`src/rtl/csr_flag_unit.sv`:
```
// Flag register for ALU S/Z/C/O, branch-condition evaluation and an interrupt shadow stack.
// 1-cycle latency on csr_q; no backpressure, illegal push/pop only raises sticky err.

package csr_flag_pkg;
  typedef struct packed {
    logic s;
    logic z;
    logic c;
    logic o;
  } csr_t;
endpackage

module csr_flag_unit
  import csr_flag_pkg::*;
#(
  parameter int DEPTH = 4,
  parameter int CNT_W = $clog2(DEPTH) + 1
) (
  input  logic             clk,
  input  logic             rst_n,
  input  logic             flag_we,
  input  csr_t             csr_in,
  input  logic             push,
  input  logic             pop,
  input  logic             err_clr,
  input  logic [2:0]       cond,
  output csr_t             csr_q,
  output logic             cond_true,
  output logic [CNT_W-1:0] depth,
  output logic             full,
  output logic             empty,
  output logic             err
);

  localparam int IDX_W = (DEPTH > 1) ? $clog2(DEPTH) : 1;
  localparam logic [CNT_W-1:0] CNT_ONE = CNT_W'(1);
  localparam logic [CNT_W-1:0] CNT_MAX = CNT_W'(DEPTH);

  localparam logic [2:0] COND_ALWAYS = 3'b000;
  localparam logic [2:0] COND_EQ     = 3'b001;
  localparam logic [2:0] COND_NE     = 3'b010;
  localparam logic [2:0] COND_CS     = 3'b011;
  localparam logic [2:0] COND_CC     = 3'b100;
  localparam logic [2:0] COND_MI     = 3'b101;
  localparam logic [2:0] COND_VS     = 3'b110;
  localparam logic [2:0] COND_LT     = 3'b111;

  csr_t             stack_mem [DEPTH];
  logic             push_ok;
  logic             pop_ok;
  logic             illegal;
  logic [IDX_W-1:0] wr_idx;
  logic [IDX_W-1:0] rd_idx;
  logic [CNT_W-1:0] depth_m1;

  assign full  = (depth == CNT_MAX);
  assign empty = (depth == '0);

  assign push_ok = push & ~pop & ~full;
  assign pop_ok  = pop & ~push & ~empty;
  // Simultaneous push/pop, push on full and pop on empty are all illegal.
  assign illegal = (push & pop) | (push & ~pop & full) | (pop & ~push & empty);

  assign depth_m1 = depth - CNT_ONE;
  assign wr_idx   = depth[IDX_W-1:0];
  assign rd_idx   = depth_m1[IDX_W-1:0];

  // Restored flags from a pop take priority over a concurrent ALU load.
  always_ff @(posedge clk or negedge rst_n) begin
    if (!rst_n) begin
      csr_q <= '0;
    end else if (pop_ok) begin
      csr_q <= stack_mem[rd_idx];
    end else if (flag_we) begin
      csr_q <= csr_in;
    end
  end

  always_ff @(posedge clk or negedge rst_n) begin
    if (!rst_n) begin
      depth <= '0;
    end else if (push_ok) begin
      depth <= depth + CNT_ONE;
    end else if (pop_ok) begin
      depth <= depth_m1;
    end
  end

  always_ff @(posedge clk) begin
    if (push_ok) begin
      stack_mem[wr_idx] <= csr_q;
    end
  end

  always_ff @(posedge clk or negedge rst_n) begin
    if (!rst_n) begin
      err <= 1'b0;
    end else if (illegal) begin
      err <= 1'b1;
    end else if (err_clr) begin
      err <= 1'b0;
    end
  end

  always_comb begin
    cond_true = 1'b0;
    case (cond)
      COND_ALWAYS: cond_true = 1'b1;
      COND_EQ:     cond_true = csr_q.z;
      COND_NE:     cond_true = ~csr_q.z;
      COND_CS:     cond_true = csr_q.c;
      COND_CC:     cond_true = ~csr_q.c;
      COND_MI:     cond_true = csr_q.s;
      COND_VS:     cond_true = csr_q.o;
      COND_LT:     cond_true = csr_q.s ^ csr_q.o;
      default:     cond_true = 1'b0;
    endcase
  end

endmodule

```
`config.mk`:
```
export PLATFORM = sky130hd
export DESIGN_NAME = csr_flag_unit
export DESIGN_NICKNAME = d
export VERILOG_FILES = /design/src/rtl/csr_flag_unit.sv
export SDC_FILE = /design/constraint.sdc
export NUM_CORES = 1
export LEC_CHECK = 0
export BUFFER_PORTS_ARGS = -buffer_cell sky130_fd_sc_hd__buf_2
export CELL_PAD_IN_SITES_DETAIL_PLACEMENT = 0
export CELL_PAD_IN_SITES_GLOBAL_PLACEMENT = 1
export CORE_ASPECT_RATIO = 1.75
export CORE_MARGIN = 3
export CORE_UTILIZATION = 45
export DETAILED_ROUTE_END_ITERATION = 7
export PLACE_DENSITY = 0.81
export SYNTH_ARGS = -nofsm -noshare
export SYNTH_HDL_FRONTEND = slang
export SYNTH_SLANG_ARGS = --single-unit
export TNS_END_PERCENT = 30
```
`constraint.sdc`:
```
create_clock -name clk -period 2.75 [get_ports clk]
set_clock_uncertainty 0.1 [all_clocks]
set_input_delay 0 -clock clk [delete_from_list [all_inputs] [get_ports clk]]
set_output_delay 0 -clock clk [all_outputs]
set_load 0.01 [all_outputs]
```
Word-level counts from Yosys, hierarchy flattened
Memories as Yosys holds them, arrays and structs flattened.
Index checks and enable logic that the tools add are counted.

cells by class
  add/subtract/negate cells = 2
  equal/unequal tests = 8
  mux-type cells = 9
  bitwise gates (word level) = 16
  reduce and logical (&&, ||, !) cells = 5

operator list
  operator               number
  $eq A3 B3 Y1 const B   5
  $mux W4                2
  $pmux W1 S8            1
  $and A1 B1 Y1          7
  $eq A3 B2 Y1 const B   2
  $logic_not A3 Y1       2
  $mux W3                2
  $not A1 Y1             6
  $reduce_bool A2 Y1     3
  $mux W1                4
  $add A3 B1 Y3 const B  1
  $eq A3 B1 Y1 const B   1
  $sub A3 B1 Y3 const B  1
  $or A1 B1 Y1           2
  $xor A1 B1 Y1          1

storage, ports and cells
  register bits = 8
  RAM bits = 16
  memories = 1

memory list
  memory     depth  width  rd ports  clocked after memory_dff  wr ports  line  source
  stack_mem  4      4      1         0                         1         48    csr_t stack_mem [DEPTH];

Longest topological paths before layout
Gate-level depths: netlist (run 1).

  depth after elaboration = 6
  gate-level depth with buffers = 8

Worst setup path before layout (run 1)
Ideal clock, no wire load.

  path type = reg-to-reg
  from = register depth[0]
  to = memory stack_mem[0][0] (netlist name) (enable)
  library setup time = 0.298 ns
  arrival = 1.543 ns
  required time = 2.352 ns
  path slack = 0.808 ns
  cell stages (with the launch flop) = 7
  path buffers = 1
  cell sequence = dfrtp_1 buf_6 inv_1 ha_1 and2_4 nor3b_4 and2_2

on the way
  longest elaborated chain between the ends = 5

ends and longest elaborated chain
  what                           line  source
  start, declared                29    output logic [CNT_W-1:0] depth,
  start signal, assigned         83    depth <= depth + CNT_ONE;
  start signal, assigned         85    depth <= depth_m1;
  $eq A3 B3 Y1                   56    assign full = (depth == CNT_MAX);
  net full                       30    output logic full,
  $not A1 Y1                     59    assign push_ok = push & ~pop & ~full;
  $and A1 B1 Y1                  59
  $mux W1                        90    if (push_ok) begin
  $mux W1 (not written as such)  91    stack_mem[wr_idx] <= csr_q;
  end, declared                  48

The timed path passes the listed nets, and every way through them passes these cells.

Worst setup path in the final report (run 1)
  from = register depth[0]
  to = register err

on the way
  longest elaborated chain between the ends = 5
  elaborated cells between the ends (all ways) = 8

ends and longest elaborated chain
  what                                           line  source
  $eq A3 B3 Y1                                   56
  $and A1 B1 Y1                                  62    assign illegal = (push & pop) | (push & ~pop & full) | (pop & ~push & empty);
  $or A1 B1 Y1                                   62
  $or A1 B1 Y1 (*)                               62
  $mux W1 or $reduce_bool A2 Y1 (tied branches)  --
  end signal, assigned                           97    err <= 1'b0;
  end signal, assigned                           99    err <= 1'b1;
  end signal, assigned                           101   err <= 1'b0;
  end, declared                                  32    output logic err

Every way passes the cells marked *; elsewhere a longest branch is shown, timed or not.
A chain may end at the register's enable or synchronous reset.

==> results.yml, run 1 <==
timing:
  tightestPinTransition_ns: 0.515
  slew_viol_final: 0
  fin_crit_ns: 2.53
  tns_ns: 0
  max_freq_mhz: 395
  setup_viol: 0
  hold_viol_final: 0
  hold_ws_ns: 0.0192
  timing.final.crit_share: 0.921
  timing.final.ws_setup_ns: 0.217
  relSlewSlack: 0.656
  rsz0062_at_grt: "no"
drt:
  vias: 732
  ant_nets: 0
  drtIter0Drc: 16
  via_per_inst: 5.38
  drt-wirelength-per-cell_um: 17.9
  remaining_drc_errors: 0
  routed_wl_mm: 2.44
  first_pass_iters: 4
final_layout:
  diodes: 0
  areaGrowthSynthToFinish_pct: 22.1
  fin_util: 0.600
  final_cells: 136
  final_cell_area_um2: 1420
  drive_gt1_frac: 0.387
  fin_nets: 130
  fill_cells: 199
yosys:
  yosysTopAreaCell: "edfxtp_1"
  synth_top_area_share: 0.415
  synth-seq-cells: 24
  yosysSeqAreaShare: 0.587
  yosys_warnings: 0
  syn_nets: 97
  synth-edff-count: 16
  syn_area_um2: 1160
  synthArstFlopShare: 0.333
  yosysUniqueCellTypes: 24
  ys_top_cells_by_area: "edfxtp_1 (41%), dfrtp_1 (17%), mux4_2 (7.8%)"
  synth_cells: 79
  yosysMostFrequentCell: "edfxtp_1"
  synth_flop_cell: "edfxtp_1"
  syn_avg_cell_area_um2: 14.7
  synth_common_cells: "edfxtp_1 (16), nand2_1 (9), dfrtp_1 (8)"
grt:
  grt_max_degree: 14
  grt_util_all_layers: 0.164
  antenna_found_initial: 0
  overflow: 0
  grt_pass1_wl_mm: 3.73
  grt_pass1_vias: 776
floorplan:
  dieArea_um2: 3240
  rows: 23
  dieWidth_um: 44.4
  start_util: 0.491
  ios: 24
  core_region_area_um2: 2360
  die_h_um: 73.1
outcome:
  status: "complete, no violations"
cts:
  htree_num_levels: 1
  cts_buffers: 3
  clkSinkCount: 24
  cts-root-buf: "clkbuf_8"
  cts_buffer_depth: 2
  clk_latency_ns: 0.26
  post_cts.repair.setup_buffers: 0
  path_clk_slew_ns: 0.08
  cts_tree: "built"
setup_path:
  r2r_end: "err$_DFFE_PN0P_"
  start_kind: "flop"
  critPathBufInv: 3
  crit_fanout: 9
  crit_type: "flop to flop"
  critPathArrivalTime_ns: 2.58
  r2r_slack_ns: 0.22
  slowest_stage: "dlygate4sd3_1"
  end_kind: "flop"
  cp_slowest_stage_delay_ns: 0.55
  cp.required_ns: 2.80
  reg2reg_depth: 7
  crit_chain: "inv_1 -> ha_1 -> nor2b_2 -> o21ai_0 -> dlygate4sd3_1 -> nand2_1 -> dlygate4sd3_1"
  reg2reg_from: "depth[0]$_DFFE_PN0P_"
  timing.critical_path.mode_cell: "dlygate4sd3_1"
  cp_top_family: "buffers and inverters"
flow_run:
  drv_cap: 0
placed_design:
  placedCellCount: 124
  dp_slack_ns: 0.535
  dpl.hpwl_mm: 1.89
  io_buffers: 23
  globalplace.congestion: 0.632
  dpl_cell_area_um2: 1280
hold_path:
  hold_path.class: "input pin to async pin"
pwr:
  finalPower_mw: 1.35
  powerDensity_nw_per_um2: 957
  p_leak_nw: 0.588
  vdd_ir_drop_max_mv: 0.683
-- worst reg2reg max path: stages, from the launching register on --
cell and delay [ns]:
dfrtp_2 0.51, inv_1 0.13, ha_1 0.24, nor2b_2 0.18, o21ai_0 0.13, dlygate4sd3_1 0.55
nand2_1 0.04, dlygate4sd3_1 0.54
-- cells in the final DEF (no fill, tap or decap) --
cell and instances:
a211o_2 1, a21oi_1 2, a22oi_2 1, a31oi_1 1, and2_2 4, and2_4 1
buf_2 23, clkbuf_8 4, dfrtp_1 7, dfrtp_2 1, dlygate4sd3_1 8, edfxtp_1 16
ha_1 5, inv_1 3, mux2i_1 5, mux4_2 4, nand2_1 9, nor2_1 2
nor2_2 1, nor2b_1 1, nor2b_2 1, nor3b_4 2, o21ai_0 5, o221ai_1 1
xnor2_1 2, xor2_1 1
-- layout make-up --
type / instances / area, um2 / area share
multi-input combinational: 49 / 440 / 0.311
clock buffer: 4 / 55.1 / 0.0389
sequential: 24 / 682 / 0.482
inverter: 3 / 11.3 / 0.00796
timing repair buffer: 31 / 195 / 0.138
tap: 25 / 31.3 / 0.0221
-- what timing repair did --
| item | CTS | global route |
|---|---|---|
| gates resized for setup | 0 | 1 |
| setup endpoints to repair | 0 | 1 |
| hold endpoints to repair | 13 | 0 |
| hold buffers | 8 | 0 |
-- kinds of logic (layout without fill, tap and decap cells) --
family / after synthesis / in the layout / synth area share
and+or+nand+nor: 21 / 21 / 0.120
DFF: 24 / 24 / 0.587
AOI/OAI and AO/OA: 11 / 11 / 0.0626
xor gates and xnor gates: 3 / 3 / 0.0227
muxes: 9 / 9 / 0.121
buffers and inverters: 6 / 38 / 0.0324
adders and majority gates: 5 / 5 / 0.0540
-- where the power goes --
part | internal, mW | switching (mW) | leakage [nW]
Combinational | 0.257 | 0.254 | 0.319
Clock | 0.128 | 0.102 | 0.0288
Sequential | 0.499 | 0.114 | 0.240
-- sequential cells by signal, indices dropped and copies added (netlist names) --
signal / count
stack_mem: 16
csr_q: 4
err: 1
depth: 3
-- worst max-delay path by stage --
stage | startpoint | to | slack [ns] | cells past startpoint
after detailed placement | depth[0]$_DFFE_PN0P_ | depth[2]$_DFFE_PN0P_ | 0.54 | 6
after CTS | depth[0]$_DFFE_PN0P_ | err$_DFFE_PN0P_ | 0.02 | 7
after global placement | depth[0]$_DFFE_PN0P_ | stack_mem[2][3]$_DFFE_PP_ | 0.66 | 5
after global routing | depth[0]$_DFFE_PN0P_ | err$_DFFE_PN0P_ | 0.05 | 7
after floorplan | depth[0]$_DFFE_PN0P_ | stack_mem[0][0]$_DFFE_PP_ | 0.81 | 6
final | depth[0]$_DFFE_PN0P_ | err$_DFFE_PN0P_ | 0.22 | 7
-- per-layer routing --
layer	track usage	vias up	wire, um
met2	0.343	22	1510
met4	0.0403	0	19
met3	0.0148	2	89
li1	-	348	-
met1	0.159	360	822
met5	0	-	0
Note: power is estimated with default switching activity, not from simulation.
==> run 2: changes to the inputs <==
--- a/config.mk
+++ b/config.mk
@@ -13,6 +13,7 @@
 export CORE_UTILIZATION = 45
 export DETAILED_ROUTE_END_ITERATION = 7
 export PLACE_DENSITY = 0.81
+export RECOVER_POWER = 25
 export SYNTH_ARGS = -nofsm -noshare
 export SYNTH_HDL_FRONTEND = slang
 export SYNTH_SLANG_ARGS = --single-unit
==> run 2 against run 1 <==
Net effect: clock power barely moved; clock-buffer cell count is the same; die area stayed put; final cell count is the same; global-route usage stayed put; flip-flop and latch count did not move; non-clock buffer count unchanged; first-iteration DRC count did not move; critical endpoint unchanged.
==> results.yml, run 2 (synthesis gave the netlist of run 1 again) <==
pwr:
  p_switching_uw: 470
  p_leak_nw: 0.585
  power_frac_clock: 0.170
  finalPower_mw: 1.35
  pwr-share-comb: 0.378
  pwr-share-seq: 0.453
  p_int_uw: 883
  sw_frac_of_total: 0.348
  powerDensity_nw_per_um2: 957
  vdd_ir_drop_max_mv: 0.683
drt:
  drt-wirelength-per-cell_um: 17.9
  routed_wl_mm: 2.44
  remaining_drc_errors: 0
  drtIter0Drc: 16
  via_per_inst: 5.40
  first_pass_iters: 4
  ant_nets: 0
  vias: 734
placed_design:
  dpl.hpwl_mm: 1.89
  globalplace.congestion: 0.632
  io_buffers: 23
  dp_slack_ns: 0.535
grt:
  grt_max_degree: 14
  grt_pass1_vias: 776
  grt_pass1_wl_mm: 3.73
  antenna_found_initial: 0
  overflow: 0
  grt_util_all_layers: 0.164
cts:
  cts-root-buf: "clkbuf_8"
  cts_buffer_depth: 2
  cts_tree: "built"
  htree_num_levels: 1
  cts_buffers: 3
  path_clk_slew_ns: 0.08
  clkSinkCount: 24
  clk_latency_ns: 0.26
floorplan:
  die_h_um: 73.1
  dieArea_um2: 3240
  rows: 23
  dieWidth_um: 44.4
  core_region_area_um2: 2360
  ios: 24
  start_util: 0.491
timing:
  hold_ws_ns: 0.0320
  tightestPinTransition_ns: 0.530
  setup_viol: 0
  slew_viol_final: 0
  relSlewSlack: 0.646
  fin_crit_ns: 2.53
  timing.final.crit_share: 0.921
  rsz0062_at_grt: "no"
  max_freq_mhz: 395
  tns_ns: 0
  timing.final.ws_setup_ns: 0.218
  hold_viol_final: 0
setup_path:
  cp_top_family: "buffers and inverters"
  critPathArrivalTime_ns: 2.58
  end_kind: "flop"
  cp_slowest_stage_delay_ns: 0.55
  start_kind: "flop"
  slowest_stage: "dlygate4sd3_1"
  cp.required_ns: 2.80
  critPathBufInv: 3
  timing.critical_path.mode_cell: "dlygate4sd3_1"
  crit_chain: "inv_1 -> ha_1 -> nor2b_2 -> o21ai_0 -> dlygate4sd3_1 -> nand2_1 -> dlygate4sd3_1"
  crit_type: "flop to flop"
  crit_fanout: 9
final_layout:
  final_cell_mix: "buf_2 (22), edfxtp_1 (16), nand2_1 (9), dlygate4sd3_1 (8), dfrtp_1 (7)"
  areaGrowthSynthToFinish_pct: 22.0
  fill_cells: 199
  multiInputGateArea_um2: 440
  drive_gt1_frac: 0.378
  regArea_um2: 682
  largest_register: "stack_mem"
  layout_commonest_cell: "buf_2"
  diodes: 0
  fin_nets: 130
  largest_registers: "stack_mem: 16 flops, csr_q: 4 flops, depth: 3 flops"
  largest_register_ffs: 16
hold_path:
  hold_path.class: "input pin to flop"
flow_run:
  drv_cap: 0
outcome:
  status: "complete, no violations"
run 2: changes by cell type in the layout (fill, tap and decap cells not counted):
| cell | previous run | this run |
|---|---|---|
| clkbuf_1 | 0 | 1 |
| buf_2 | 23 | 22 |
run 2: power groups by stage:
| stage | registers [mW] | logic (mW) | clock network [mW] |
|---|---|---|---|
| after detailed placement | 0.622 | 0.504 | 0 |
| after floorplan | 0.592 | 0.352 | 0 |
| after global placement | 0.616 | 0.480 | 0 |
| final | 0.613 | 0.511 | 0.230 |
| after global routing | 0.628 | 0.552 | 0.251 |
| after CTS | 0.615 | 0.524 | 0.236 |
run 2: routing by layer:
layer	wire, um	vias to the layer above	track usage	part of all wire
met2	1510	22	0.343	0.62
met5	0	-	0	0
met4	19	0	0.0403	0.0078
met1	818	362	0.159	0.34
li1	-	348	-	-
met3	89	2	0.0148	0.037
run 2: area by class of cell:
type,count,share of cell area
sequential,24,0.482
multi-input combinational,49,0.312
timing repair buffer,31,0.137
clock buffer,4,0.0389
tap,25,0.0221
inverter,3,0.00796
run 2: final timing paths:
path	start	to	slack (ns)	cells past startpoint
max	depth[0]$_DFFE_PN0P_	err$_DFFE_PN0P_	0.22	7
min	push	csr_q[2]$_DFFE_PN0P_	0.03	4
max reg2reg	depth[0]$_DFFE_PN0P_	err$_DFFE_PN0P_	0.22	7
min reg2reg	depth[2]$_DFFE_PN0P_	depth[2]$_DFFE_PN0P_	0.47	1
max in group asynchronous	rst_n	depth[0]$_DFFE_PN0P_	2.04	2
min in group asynchronous	rst_n	err$_DFFE_PN0P_	0.12	2
run 2: what timing repair did:
| item | CTS | global route |
|---|---|---|
| resized for setup | 0 | 1 |
| setup endpoints to repair | 0 | 1 |
| endpoints found under the hold margin | 13 | 0 |
| buffers inserted | 0 | 0 |
| hold buffers | 8 | 0 |
run 2: through the flow:
stage	cell area, um2	instances	util
final	1410	136	0.599
after global routing	1410	136	0.599
after floorplan	1160	79	-
after detailed placement	1280	124	0.542
after global placement	1280	124	0.542
after CTS	1410	136	0.599
run 2: worst reg2reg max path, stage by stage, from the launching register on:
cell and delay [ns]:
dfrtp_2 0.51, inv_1 0.13, ha_1 0.24, nor2b_2 0.18, o21ai_0 0.13, dlygate4sd3_1 0.55, nand2_1 0.04, dlygate4sd3_1 0.54
